`src/rtl/vreg_element_seq.sv`:
```
// Vector register file with an element-serial sequencer: streams two source
// vectors to the x1/x2 temp registers and writes ALU results back element by element.
module vreg_element_seq #(
    parameter int NUM_VREGS = 4,
    parameter int ELEMS     = 4,
    parameter int DATA_W    = 8
) (
    input  logic                         clock,
    input  logic                         reset,
    input  logic                         ld_en,
    input  logic [$clog2(NUM_VREGS)-1:0] ld_reg,
    input  logic [$clog2(ELEMS)-1:0]     ld_elem,
    input  logic [DATA_W-1:0]            ld_data,
    input  logic                         start,
    input  logic [$clog2(NUM_VREGS)-1:0] vra,
    input  logic [$clog2(NUM_VREGS)-1:0] vrb,
    input  logic [$clog2(NUM_VREGS)-1:0] vrw,
    input  logic                         wb_en,
    input  logic                         wb_valid,
    input  logic [DATA_W-1:0]            wb_data,
    output logic [DATA_W-1:0]            x1_data,
    output logic [DATA_W-1:0]            x2_data,
    output logic                         x_write,
    output logic [$clog2(ELEMS)-1:0]     elem_idx,
    output logic                         busy,
    output logic                         done,
    output logic                         wb_err
);

    localparam int AW = $clog2(NUM_VREGS);
    localparam int EW = $clog2(ELEMS);
    localparam int CW = EW + 1;

    typedef enum logic [1:0] {S_IDLE, S_READ, S_DRAIN} state_t;

    state_t              state, state_nx;
    logic [DATA_W-1:0]   vmem [NUM_VREGS][ELEMS];
    logic [AW-1:0]       vra_q, vrb_q, vrw_q;
    logic                wb_en_q;
    logic [CW-1:0]       rd_cnt, wb_cnt;

    logic                start_ok, load_ok, read_next, wb_acc, wb_bad, wb_last, finish;
    logic [EW-1:0]       elem_nx;
    logic [DATA_W-1:0]   x1_first, x2_first;

    always_ff @(posedge clock or negedge reset) begin
        if (!reset) state <= S_IDLE;
        else        state <= state_nx;
    end

    always_comb begin
        state_nx  = state;
        start_ok  = 1'b0;
        load_ok   = 1'b0;
        read_next = 1'b0;
        wb_acc    = 1'b0;
        wb_bad    = 1'b0;
        wb_last   = 1'b0;
        finish    = 1'b0;
        elem_nx   = elem_idx + 1'b1;
        // A same-edge load into element 0 of a source must be seen by the first read
        x1_first  = vmem[vra][0];
        x2_first  = vmem[vrb][0];
        if (ld_en && ld_reg == vra && ld_elem == '0) x1_first = ld_data;
        if (ld_en && ld_reg == vrb && ld_elem == '0) x2_first = ld_data;

        if (state == S_IDLE) begin
            load_ok = ld_en;
            wb_bad  = wb_valid;
            if (start) begin
                start_ok = 1'b1;
                state_nx = S_READ;
            end
        end else begin
            if (wb_valid && wb_en_q) begin
                if (wb_cnt < rd_cnt) wb_acc = 1'b1;
                else                 wb_bad = 1'b1;
            end
            wb_last = wb_acc && (wb_cnt == CW'(ELEMS - 1));
            if (state == S_READ) begin
                if (elem_idx == EW'(ELEMS - 1)) begin
                    if (!wb_en_q || wb_last) begin
                        finish   = 1'b1;
                        state_nx = S_IDLE;
                    end else begin
                        state_nx = S_DRAIN;
                    end
                end else begin
                    read_next = 1'b1;
                end
            end else if (wb_last) begin
                finish   = 1'b1;
                state_nx = S_IDLE;
            end
        end
    end

    // Issue stage: element reads, write-back and status registers
    always_ff @(posedge clock or negedge reset) begin
        if (!reset) begin
            for (int r = 0; r < NUM_VREGS; r++)
                for (int e = 0; e < ELEMS; e++)
                    vmem[r][e] <= '0;
            vra_q    <= '0;
            vrb_q    <= '0;
            vrw_q    <= '0;
            wb_en_q  <= 1'b0;
            rd_cnt   <= '0;
            wb_cnt   <= '0;
            x1_data  <= '0;
            x2_data  <= '0;
            x_write  <= 1'b0;
            elem_idx <= '0;
            busy     <= 1'b0;
            done     <= 1'b0;
            wb_err   <= 1'b0;
        end else begin
            x_write <= start_ok | read_next;
            busy    <= (state_nx != S_IDLE);
            done    <= finish;
            if (load_ok) vmem[ld_reg][ld_elem] <= ld_data;
            if (start_ok) begin
                vra_q    <= vra;
                vrb_q    <= vrb;
                vrw_q    <= vrw;
                wb_en_q  <= wb_en;
                x1_data  <= x1_first;
                x2_data  <= x2_first;
                elem_idx <= '0;
                rd_cnt   <= CW'(1);
                wb_cnt   <= '0;
                wb_err   <= wb_bad;
            end else begin
                if (wb_bad) wb_err <= 1'b1;
                if (read_next) begin
                    elem_idx <= elem_nx;
                    x1_data  <= vmem[vra_q][elem_nx];
                    x2_data  <= vmem[vrb_q][elem_nx];
                    rd_cnt   <= rd_cnt + 1'b1;
                end
                if (wb_acc) begin
                    vmem[vrw_q][wb_cnt[EW-1:0]] <= wb_data;
                    wb_cnt <= wb_cnt + 1'b1;
                end
            end
        end
    end

endmodule
```
`config.mk`:
```
export PLATFORM = sky130hd
export DESIGN_NAME = vreg_element_seq
export DESIGN_NICKNAME = d
export VERILOG_FILES = /design/src/rtl/vreg_element_seq.sv
export SDC_FILE = /design/constraint.sdc
export NUM_CORES = 1
export LEC_CHECK = 0
export BUFFER_PORTS_ARGS = -buffer_cell sky130_fd_sc_hd__buf_2
export CORE_MARGIN = 4
export CORE_UTILIZATION = 55
export DETAILED_ROUTE_END_ITERATION = 12
export HOLD_SLACK_MARGIN = 0.03
export PLACE_DENSITY = 0.7
export SLEW_MARGIN = 20
export SYNTH_ARGS = -nofsm -noshare
export SYNTH_HDL_FRONTEND = slang
export SYNTH_SLANG_ARGS = --single-unit
```
`constraint.sdc`:
```
create_clock -name clock -period 2.75 [get_ports clock]
set_input_delay 0.4125 -clock clock [delete_from_list [all_inputs] [get_ports clock]]
set_output_delay 0.4125 -clock clock [all_outputs]
set_load 0.05 [all_outputs]
```
==> results of run 1 <==
==> where the power goes <==
part	switching (W)	leakage, nW	total (W)	internal (W)
Sequential	0.00135	2.14	0.00482	0.00346
Combinational	0.00370	3.32	0.00672	0.00302
Clock	0.00117	0.279	0.00238	0.00121
Total	0.00623	5.73	0.0139	0.00770
==> cell usage after synthesis (9+ instances only) <==
cell | instances | area share
mux2i_1 | 172 | 0.16
dfrtp_1 | 165 | 0.38
nand2_1 | 140 | 0.048
mux4_2 | 56 | 0.11
o21ai_1 | 51 | 0.023
o21ai_0 | 49 | 0.022
mux2_2 | 46 | 0.047
nor2_1 | 42 | 0.014
a21oi_1 | 37 | 0.017
clkbuf_1 | 35 | 0.012
buf_2 | 30 | 0.014
o22ai_1 | 14 | 0.0080
a2111oi_4 | 12 | 0.030
a31oi_1 | 11 | 0.0063
buf_6 | 11 | 0.011
o211ai_1 | 10 | 0.0068
buf_1 | 9 | 0.0031
ha_1 | 9 | 0.010
==> cell type report <==
| cell class | instances | area [um^2] | area share |
|---|---|---|---|
| flip-flops and latches | 165 | 4130 | 0.342 |
| clock buffers | 17 | 425 | 0.0352 |
| clock inverters | 15 | 151 | 0.0125 |
| inverters | 8 | 30.0 | 0.00249 |
| repair buffers | 99 | 694 | 0.0575 |
| well taps | 265 | 332 | 0.0275 |
| multi-input cells | 732 | 6310 | 0.522 |
==> path summary, 6_finish.rpt <==
path	slack, ns	cells after the start	from	end
worst max register to register	0.40	4	elem_idx[0]	x1_data[4]
worst max-delay path	0.40	4	elem_idx[0]	x1_data[4]
min in group asynchronous	0.46	2	reset	vmem[65]
worst min register to register	0.54	1	rd_cnt[2]	rd_cnt[2]
max in group asynchronous	1.59	3	reset	vrb_q[1]
worst min-delay path	0.21	2	vrw[1]	vrw_q[1]
==> logic make-up after synthesis <==
group	after synthesis	share of synthesized area
buffers and inverters	102	0.0496
and+or+nand+nor	213	0.0861
xor gates and xnor gates	4	0.00319
AOI/OAI and AO/OA	232	0.156
adders and majority gates	9	0.0103
muxes	274	0.319
DFF	165	0.376
==> through the flow <==
stage,power (W),instances
finish,0.0139,1301
detailed placement,0.0114,1268
floorplan,0.00952,999
global placement,0.0113,1268
global route,0.0146,1301
CTS,0.0138,1301
==> registers in the layout, indices dropped and copies added, names as in the netlist, 3 cells and up <==
name,count
x1_data,8
x2_data,8
vmem,128
wb_cnt,3
rd_cnt,3
==> layer usage <==
layer	vias up	global-route usage
li1	3766	-
met1	4273	0.444
met4	0	0.113
met3	83	0.0860
met2	507	0.464
met5	-	0
==> critical path, stage by stage (launching register included) <==
cell,delay [ns]
dfrtp_2,0.43
ha_1,0.99
o2111ai_1,0.43
o211ai_1,0.21
o221a_2,0.21
==> results.sh, run 1 <==
export IMPL_outcome="completed"
export IMPL_grt_pass1_vias=8298
export IMPL_drcViolationCount=0
export IMPL_synthesis_nets=1040
export IMPL_global_route_usage_total=0.313
export IMPL_tightestPinTransition_ns=1.05
export IMPL_drv_max_cap_violation_count=0
export IMPL_die_height_um=149
export IMPL_synth_async_reset_ratio=1.00
export IMPL_whs_ns=0.207
export IMPL_root_buffer="clkbuf_16"
export IMPL_io_pins=54
export IMPL_period_minus_slack_ns=2.35
export IMPL_grt_setup_unrepaired="false"
export IMPL_timing_critical_path_arrival_ns=2.72
export IMPL_floorplan_initialDensity=0.562
export IMPL_critical_path_class="register to register"
export IMPL_ctsLongestPathBuffers=2
export IMPL_number_of_search_and_repair_iterations_in_the_first_detailed_routing_pass=5
export IMPL_syn_inst=999
export IMPL_placed_cell_area_um2=11500
export IMPL_post_place_ws_ns=0.506
export IMPL_layout_commonest_cell="mux2i_1"
export IMPL_met1_length_um=13800
export IMPL_timing_final_hold_violations=0
export IMPL_route_top_layer_used="met4"
export IMPL_cts_tree="yes"
export IMPL_synth_edff_count=0
export IMPL_worstSetupEndpointType="register"
export IMPL_synthesis_yosys_warnings=0
export IMPL_globalRouteOverflowTotal=0
export IMPL_timing_final_ws_setup_ns=0.404
export IMPL_postLayoutCellArea_um2=12100
export IMPL_design_core_area_um2=19500
export IMPL_max_transition_viols_final=0
export IMPL_cts_setup_buffers=0
export IMPL_grt_start_max_net_pins=56
export IMPL_clock_transition_at_the_registers_of_the_reported_paths_ns=0.07
export IMPL_place_port_buffers=53
export IMPL_gp_congestion=0.945
export IMPL_clock_skew_final_ns=0.0123
export IMPL_synth_area_um2=11000
export IMPL_timing_critical_path_from_type="register"
export IMPL_worstPathMaxFanout=26
export IMPL_met2WireLength_um=14900
export IMPL_synth_ff_latch_count=165
export IMPL_place_hpwl_um=23700
export IMPL_drt_total_wl_um=33700
export IMPL_fp_row_count=51
export IMPL_drt_vias_per_instance=6.63
export IMPL_pwr_density_nw_per_um2=1150
export IMPL_vdd_ir_drop_max_uv=546
export IMPL_clk_insertion_delay_late_ns=0.45
export IMPL_met3RoutedLength_um=3900
export IMPL_die_w_um=149
export IMPL_total_leakage_power_nw=5.73
export IMPL_nFillCells=1605
export IMPL_clock_tree_htree_level_count=4
export IMPL_grt_first_pass_wirelength_um=51800
export IMPL_insertedDiodeCount=0
export IMPL_maxSlewHeadroom=0.298
export IMPL_cts_inserted_buffers=17
export IMPL_fin_setup_tns_ns=0
export IMPL_layout_common_cells="mux2i_1 (172), dfrtp_1 (162), nand2_1 (140)"
export IMPL_layout_drive_gt1_share=0.268
export IMPL_cts_hold_fix_buffers=1
export IMPL_design_die_area_um2=22300
export IMPL_ctsResizeCount=0
export IMPL_final_core_utilization=0.618
export IMPL_synth_area_per_cell_um2=11.0
export IMPL_layout_area_overhead_vs_synth_pct=9.95
export IMPL_max_freq_mhz=426
export IMPL_final_layout_net_count=1064
export IMPL_cp_required_ns=3.13
export IMPL_routed_wire_length_per_instance_um=25.9
export IMPL_ys_flop_type="dfrtp_1"
export IMPL_hold_path_class="input port to register"
export IMPL_period_share=0.853
export IMPL_synth_distinct_cells=54
export IMPL_ant_nets=0
export IMPL_antenna_violations_before_repair=0
export IMPL_clock_tree_sinks=165
export IMPL_synth_yosys_seq_area_share=0.376
export IMPL_drt_initial_drc_count=1031
export IMPL_num_vias=8629
export IMPL_setup_viols_final=0
Power figures use the tool's default switching activity.
==> inputs of run 2 (changes only) <==
ABC_AREA = 1   (was not set)
PLACE_DENSITY = 0.73   (was 0.7)
==> results.sh, run 2 <==
export IMPL_outcome="completed"
export IMPL_internal_power_of_the_cells_w=0.00773
export IMPL_synthesis_nets=1888
export IMPL_synth_area_top_cells="dfrtp_1 (36%), nand2_1 (23%), nand3_1 (13%)"
export IMPL_timing_final_hold_violations=0
export IMPL_grt_setup_unrepaired="false"
export IMPL_synthesis_yosys_warnings=0
export IMPL_biggestRegsByFlops="vmem (128), x1_data (8), x2_data (8)"
export IMPL_drcViolationCount=0
export IMPL_final_layout_net_count=1885
export IMPL_ctsLongestPathBuffers=2
export IMPL_worstPathMaxFanout=16
export IMPL_insertedDiodeCount=0
export IMPL_share_clk_of_total_power=0.149
export IMPL_cts_inserted_buffers=17
export IMPL_postLayoutCellArea_um2=12600
export IMPL_ctsResizeCount=0
export IMPL_power_frac_comb=0.581
export IMPL_place_port_buffers=53
export IMPL_global_route_usage_total=0.359
export IMPL_drv_max_cap_violation_count=0
export IMPL_critical_path_class="register to register"
export IMPL_num_vias=12500
export IMPL_antenna_violations_before_repair=0
export IMPL_tightestPinTransition_ns=0.976
export IMPL_hold_path_class="input port to register"
export IMPL_clock_tree_sinks=165
export IMPL_grt_pass1_vias=11100
export IMPL_routed_wire_length_per_instance_um=20.0
export IMPL_nFillCells=1955
export IMPL_layout_area_overhead_vs_synth_pct=8.76
export IMPL_layout_drive_gt1_share=0.0916
export IMPL_worstSetupEndpointType="register"
export IMPL_floorplan_initialDensity=0.565
export IMPL_timing_critical_path_arrival_ns=2.51
export IMPL_synth_area_um2=11600
export IMPL_sw_frac_of_total=0.524
export IMPL_pwr_density_nw_per_um2=1290
export IMPL_drt_initial_drc_count=1998
export IMPL_vdd_ir_drop_max_uv=626
export IMPL_placed_cell_area_um2=12000
export IMPL_synth_largest_area_cell="dfrtp_1"
export IMPL_io_pins=54
export IMPL_number_of_search_and_repair_iterations_in_the_first_detailed_routing_pass=6
export IMPL_synth_edff_count=0
export IMPL_fin_setup_tns_ns=0
export IMPL_clock_skew_final_ns=0.0131
export IMPL_synth_distinct_cells=28
export IMPL_yosys_cell_count_top_type="nand2_1"
export IMPL_clk_insertion_delay_late_ns=0.45
export IMPL_die_height_um=153
export IMPL_globalRouteOverflowTotal=0
export IMPL_whs_ns=0.171
export IMPL_period_minus_slack_ns=2.22
export IMPL_max_transition_viols_final=0
export IMPL_die_w_um=153
export IMPL_rrSetupSlack_ns=0.53
export IMPL_layout_commonest_cell="nand2_1"
export IMPL_synth_async_reset_ratio=1.00
export IMPL_layout_common_cells="nand2_1 (712), nand3_1 (290), inv_1 (176)"
export IMPL_cts_tree="yes"
export IMPL_area_occupied_by_multi_input_gates_um2=6180
export IMPL_largest_register="vmem"
export IMPL_syn_inst=1847
export IMPL_root_buffer="clkbuf_16"
export IMPL_design_core_area_um2=20400
export IMPL_fp_row_count=52
export IMPL_drt_vias_per_instance=5.86
export IMPL_drt_total_wl_um=42600
export IMPL_largest_register_ff_count=128
export IMPL_maxSlewHeadroom=0.348
export IMPL_synthDominantCellAreaShare=0.357
export IMPL_clock_tree_htree_level_count=4
export IMPL_max_freq_mhz=451
export IMPL_total_leakage_power_nw=6.42
export IMPL_synth_yosys_seq_area_share=0.357
export IMPL_regArea_um2=4130
export IMPL_power_net_switching_w=0.00852
export IMPL_synth_common_cells="nand2_1 (712), nand3_1 (290), inv_1 (176)"
export IMPL_holdPathStages=3
export IMPL_ant_nets=0
export IMPL_cp_required_ns=3.04
export IMPL_ys_flop_type="dfrtp_1"
export IMPL_gp_congestion=1.01
export IMPL_period_share=0.807
export IMPL_grt_first_pass_wirelength_um=65600
export IMPL_synth_ff_latch_count=165
export IMPL_cell_count_of_the_worst_reg_to_reg_path=10
export IMPL_clock_transition_at_the_registers_of_the_reported_paths_ns=0.07
export IMPL_setup_viols_final=0
export IMPL_design_die_area_um2=23400
export IMPL_power_share_sequential=0.270
export IMPL_grt_start_max_net_pins=66
export IMPL_synth_area_per_cell_um2=6.25
export IMPL_timing_critical_path_from_type="register"
export IMPL_place_hpwl_um=28800
==> run 2: changes by cell type after synthesis, sizes merged, moves of 56 or more <==
cell	delta
mux2i	-172
nand2	+586
mux4	-56
o21ai	+168
nand3	+290
inv	+175
==> run 2: critical path, cell delays in order, from the launching register on <==
cell and delay [ns]:
dfrtp_1 0.37, inv_1 0.09, ha_1 0.25, a21oi_1 0.16
nand2_1 0.10, nor2_2 0.13, nand2_2 0.20, nor2_4 0.20
nand2_1 0.31, nand2_1 0.14, o21ai_0 0.09
==> run 2: stage by stage <==
stage / worst slack, ns / util / power (W) / std cells
finish: 0.531 / 0.615 / 0.0163 / 2126
global route: 0.357 / 0.615 / 0.0174 / 2126
CTS: 0.584 / 0.615 / 0.0159 / 2126
detailed placement: 0.571 / 0.587 / 0.0135 / 2094
global placement: 0.631 / 0.587 / 0.0133 / 2094
floorplan: 0.814 / - / 0.0107 / 1847
==> run 2: kinds of logic (layout without fill, tap and decap cells) <==
| kind of cell | Yosys count | in the layout | share of synthesized area |
|---|---|---|---|
| compound gates | 289 | 289 | 0.126 |
| xor+xnor | 2 | 2 | 0.00217 |
| fa+ha+maj | 9 | 9 | 0.00975 |
| buf+inv | 305 | 314 | 0.107 |
| flops | 165 | 165 | 0.357 |
| simple gates | 1077 | 1077 | 0.397 |
==> run 2: layer usage <==
| layer | global-route usage | up-vias | wire length (um) |
|---|---|---|---|
| li1 | - | 5884 | - |
| met1 | 0.508 | 5627 | 16700 |
| met2 | 0.537 | 800 | 18500 |
| met3 | 0.0650 | 139 | 5110 |
| met4 | 0.169 | 0 | 2290 |
| met5 | 0 | - | 0 |
==> run 2: cell type report <==
class                   instances  share of cell area
well taps                     270              0.0269
repair buffers                 95              0.0509
flip-flops and latches        165               0.329
inverters                     188              0.0562
clock buffers                  17              0.0339
clock inverters                14              0.0114
multi-input cells            1377               0.492
==> run 2: final timing paths <==
kind,start,endpoint
max,rd_cnt[2],vmem[108]
min reg2reg,wb_err,wb_err
min,vrw[0],vrw_q[0]
max reg2reg,rd_cnt[2],vmem[108]
min in group asynchronous,reset,vmem[70]
max in group asynchronous,reset,vmem[42]
==> run 2: power by group through the flow <==
stage | clock, W | sequential (W) | combinational, W
floorplan | 0 | 0.00465 | 0.00607
global placement | 0 | 0.00435 | 0.00895
detailed placement | 0 | 0.00438 | 0.00910
CTS | 0.00242 | 0.00435 | 0.00916
global route | 0.00253 | 0.00447 | 0.0104
finish | 0.00242 | 0.00439 | 0.00944
==> run 2: what timing repair did <==
item | in CTS | in global routing
hold endpoints to repair | 61 | 0
setup buffers | 0 | 0
hold buffers | 1 | 0
endpoints found under the setup margin | 0 | 0
==> inputs of run 3 (changes only) <==
ABC_AREA = 0   (was 1)
PLACE_DENSITY = 0.76   (was 0.73)
clock period = 1.85 ns   (was 2.75 ns; I/O delays follow)
==> results.sh, run 3 (synthesized netlist as in run 1, its figures left out) <==
export IMPL_power_share_sequential=0.310
export IMPL_grt_setup_unrepaired="true"
export IMPL_root_buffer="clkbuf_16"
export IMPL_timing_critical_path_from_type="register"
export IMPL_globalRouteOverflowTotal=0
export IMPL_antenna_violations_before_repair=0
export IMPL_outcome="finished with violations"
export IMPL_cp_required_ns=2.18
export IMPL_vdd_ir_drop_max_uv=755
export IMPL_design_die_area_um2=22300
export IMPL_place_port_buffers=53
export IMPL_drt_initial_drc_count=1341
export IMPL_post_place_ws_ns=-0.0743
export IMPL_timing_critical_path_arrival_ns=2.24
export IMPL_drt_total_wl_um=35000
export IMPL_die_height_um=149
export IMPL_clock_transition_at_the_registers_of_the_reported_paths_ns=0.07
export IMPL_tightestPinTransition_ns=0.557
export IMPL_hold_path_class="input port to register"
export IMPL_internal_power_of_the_cells_w=0.0127
export IMPL_area_occupied_by_multi_input_gates_um2=6490
export IMPL_place_hpwl_um=24900
export IMPL_worstSetupEndpointType="register"
export IMPL_number_of_search_and_repair_iterations_in_the_first_detailed_routing_pass=8
export IMPL_drt_vias_per_instance=6.69
export IMPL_timing_final_ws_setup_ns=-0.0596
export IMPL_gp_congestion=1.04
export IMPL_layout_common_cells="mux2i_1 (170), dfrtp_1 (161), nand2_1 (126)"
export IMPL_regArea_um2=4130
export IMPL_period_share=1.03
export IMPL_drv_max_cap_violation_count=0
export IMPL_violated_checks="setup timing"
export IMPL_nFillCells=1383
export IMPL_layout_area_overhead_vs_synth_pct=19.0
export IMPL_max_transition_viols_final=0
export IMPL_period_minus_slack_ns=1.91
export IMPL_max_freq_mhz=524
export IMPL_clock_skew_final_ns=0.0111
export IMPL_worstPathMaxFanout=11
export IMPL_floorplan_initialDensity=0.562
export IMPL_grt_start_max_net_pins=47
export IMPL_insertedDiodeCount=0
export IMPL_critical_path_class="register to register"
export IMPL_setup_viols_final=3
export IMPL_total_leakage_power_nw=6.19
export IMPL_fp_row_count=51
export IMPL_maxSlewHeadroom=0.629
export IMPL_min_delay_start="vrw[0]"
export IMPL_clk_insertion_delay_late_ns=0.45
export IMPL_r2r_start="state[0]"
export IMPL_timing_final_hold_violations=0
export IMPL_clock_tree_htree_level_count=4
export IMPL_power_net_switching_w=0.00973
export IMPL_share_clk_of_total_power=0.164
export IMPL_sw_frac_of_total=0.435
export IMPL_largest_register="vmem"
export IMPL_final_layout_net_count=1121
export IMPL_cts_tree="yes"
export IMPL_layout_commonest_cell="mux2i_1"
export IMPL_grt_pass1_vias=8786
export IMPL_largest_register_ff_count=128
export IMPL_rrSetupSlack_ns=-0.06
export IMPL_cts_inserted_buffers=17
export IMPL_design_core_area_um2=19500
export IMPL_grt_first_pass_wirelength_um=53200
export IMPL_io_pins=54
export IMPL_ctsLongestPathBuffers=2
export IMPL_routed_wire_length_per_instance_um=25.7
export IMPL_power_frac_comb=0.526
export IMPL_drcViolationCount=0
export IMPL_die_w_um=149
export IMPL_num_vias=9083
export IMPL_global_route_usage_total=0.316
export IMPL_pwr_density_nw_per_um2=1710
export IMPL_critical_path_startpoint="state[0]"
export IMPL_whs_ns=0.0608
export IMPL_ant_nets=0
export IMPL_biggestRegsByFlops="vmem (128), x1_data (8), x2_data (8)"
export IMPL_clock_tree_sinks=165
export IMPL_layout_drive_gt1_share=0.341
==> run 3: cell types whose count changed in the layout (fill, tap and decap cells not counted), moves of 19 or more <==
| cell | previous run | this run |
|---|---|---|
| a21oi_1 | 18 | 37 |
| nand3_1 | 290 | 2 |
| mux2_2 | 0 | 45 |
| inv_1 | 176 | 5 |
| buf_12 | 4 | 32 |
| mux2i_1 | 0 | 170 |
| buf_4 | 37 | 62 |
| mux4_2 | 0 | 56 |
| o21ai_1 | 133 | 62 |
| o21ai_0 | 135 | 32 |
| nand2_1 | 712 | 126 |
==> run 3: final timing paths <==
path,end,cells past startpoint
max,vmem[73],7
min,vrw_q[0],2
max reg2reg,vmem[73],7
min reg2reg,vmem[13],2
max in group asynchronous,vmem[122],3
min in group asynchronous,wb_cnt[1],2
==> run 3: critical path, stage by stage (launching register included) <==
cell     delay (ns)
dfrtp_1        0.43
buf_4          0.20
nor4b_2        0.27
buf_4          0.19
nand2_1        0.10
buf_12         0.17
mux2i_1        0.14
o21ai_0        0.28
==> run 3: final cells by class <==
type | instances | share of cell area
multi-input combinational | 733 | 0.497
sequential | 165 | 0.316
timing repair buffer | 155 | 0.114
clock buffer | 18 | 0.0336
tap | 265 | 0.0254
clock inverter | 14 | 0.0123
inverter | 8 | 0.00230
==> run 3: stage by stage <==
| stage | area, um^2 | TNS, ns | std cells | total power, W | util |
|---|---|---|---|---|---|
| 6_report | 13100 | -0.0737 | 1358 | 0.0224 | 0.669 |
| 5_1_grt | 13100 | -2.25 | 1358 | 0.0233 | 0.669 |
| 4_1_cts | 12800 | -0.00633 | 1349 | 0.0216 | 0.656 |
| 3_5_place_dp | 12200 | -1.03 | 1315 | 0.0178 | 0.623 |
| 3_3_place_gp | 12200 | -0.163 | 1315 | 0.0175 | 0.623 |
| 2_1_floorplan | 11000 | -0.631 | 999 | 0.0142 | - |
==> run 3: per-layer routing <==
layer  up-vias  GRT usage  share of wire
li1       3891          -              -
met3       117     0.0811           0.12
met5         -          0              0
met4         0      0.116          0.037
met2       645      0.474           0.45
met1      4430      0.448           0.40
==> run 3: power groups by stage <==
stage	clock network (W)	registers, W	logic, W
2_1_floorplan	0	0.00694	0.00727
3_3_place_gp	0	0.00668	0.0108
5_1_grt	0.00384	0.00705	0.0124
6_report	0.00367	0.00695	0.0118
3_5_place_dp	0	0.00681	0.0110
4_1_cts	0.00369	0.00679	0.0112
==> run 3: timing repair <==
action,in CTS,in global routing
cloned,1,1
setup endpoints to repair,47,130
hold buffers,1,0
pin swaps,7,7
hold endpoints to repair,40,0
resized for setup,9,57
setup buffers,0,8
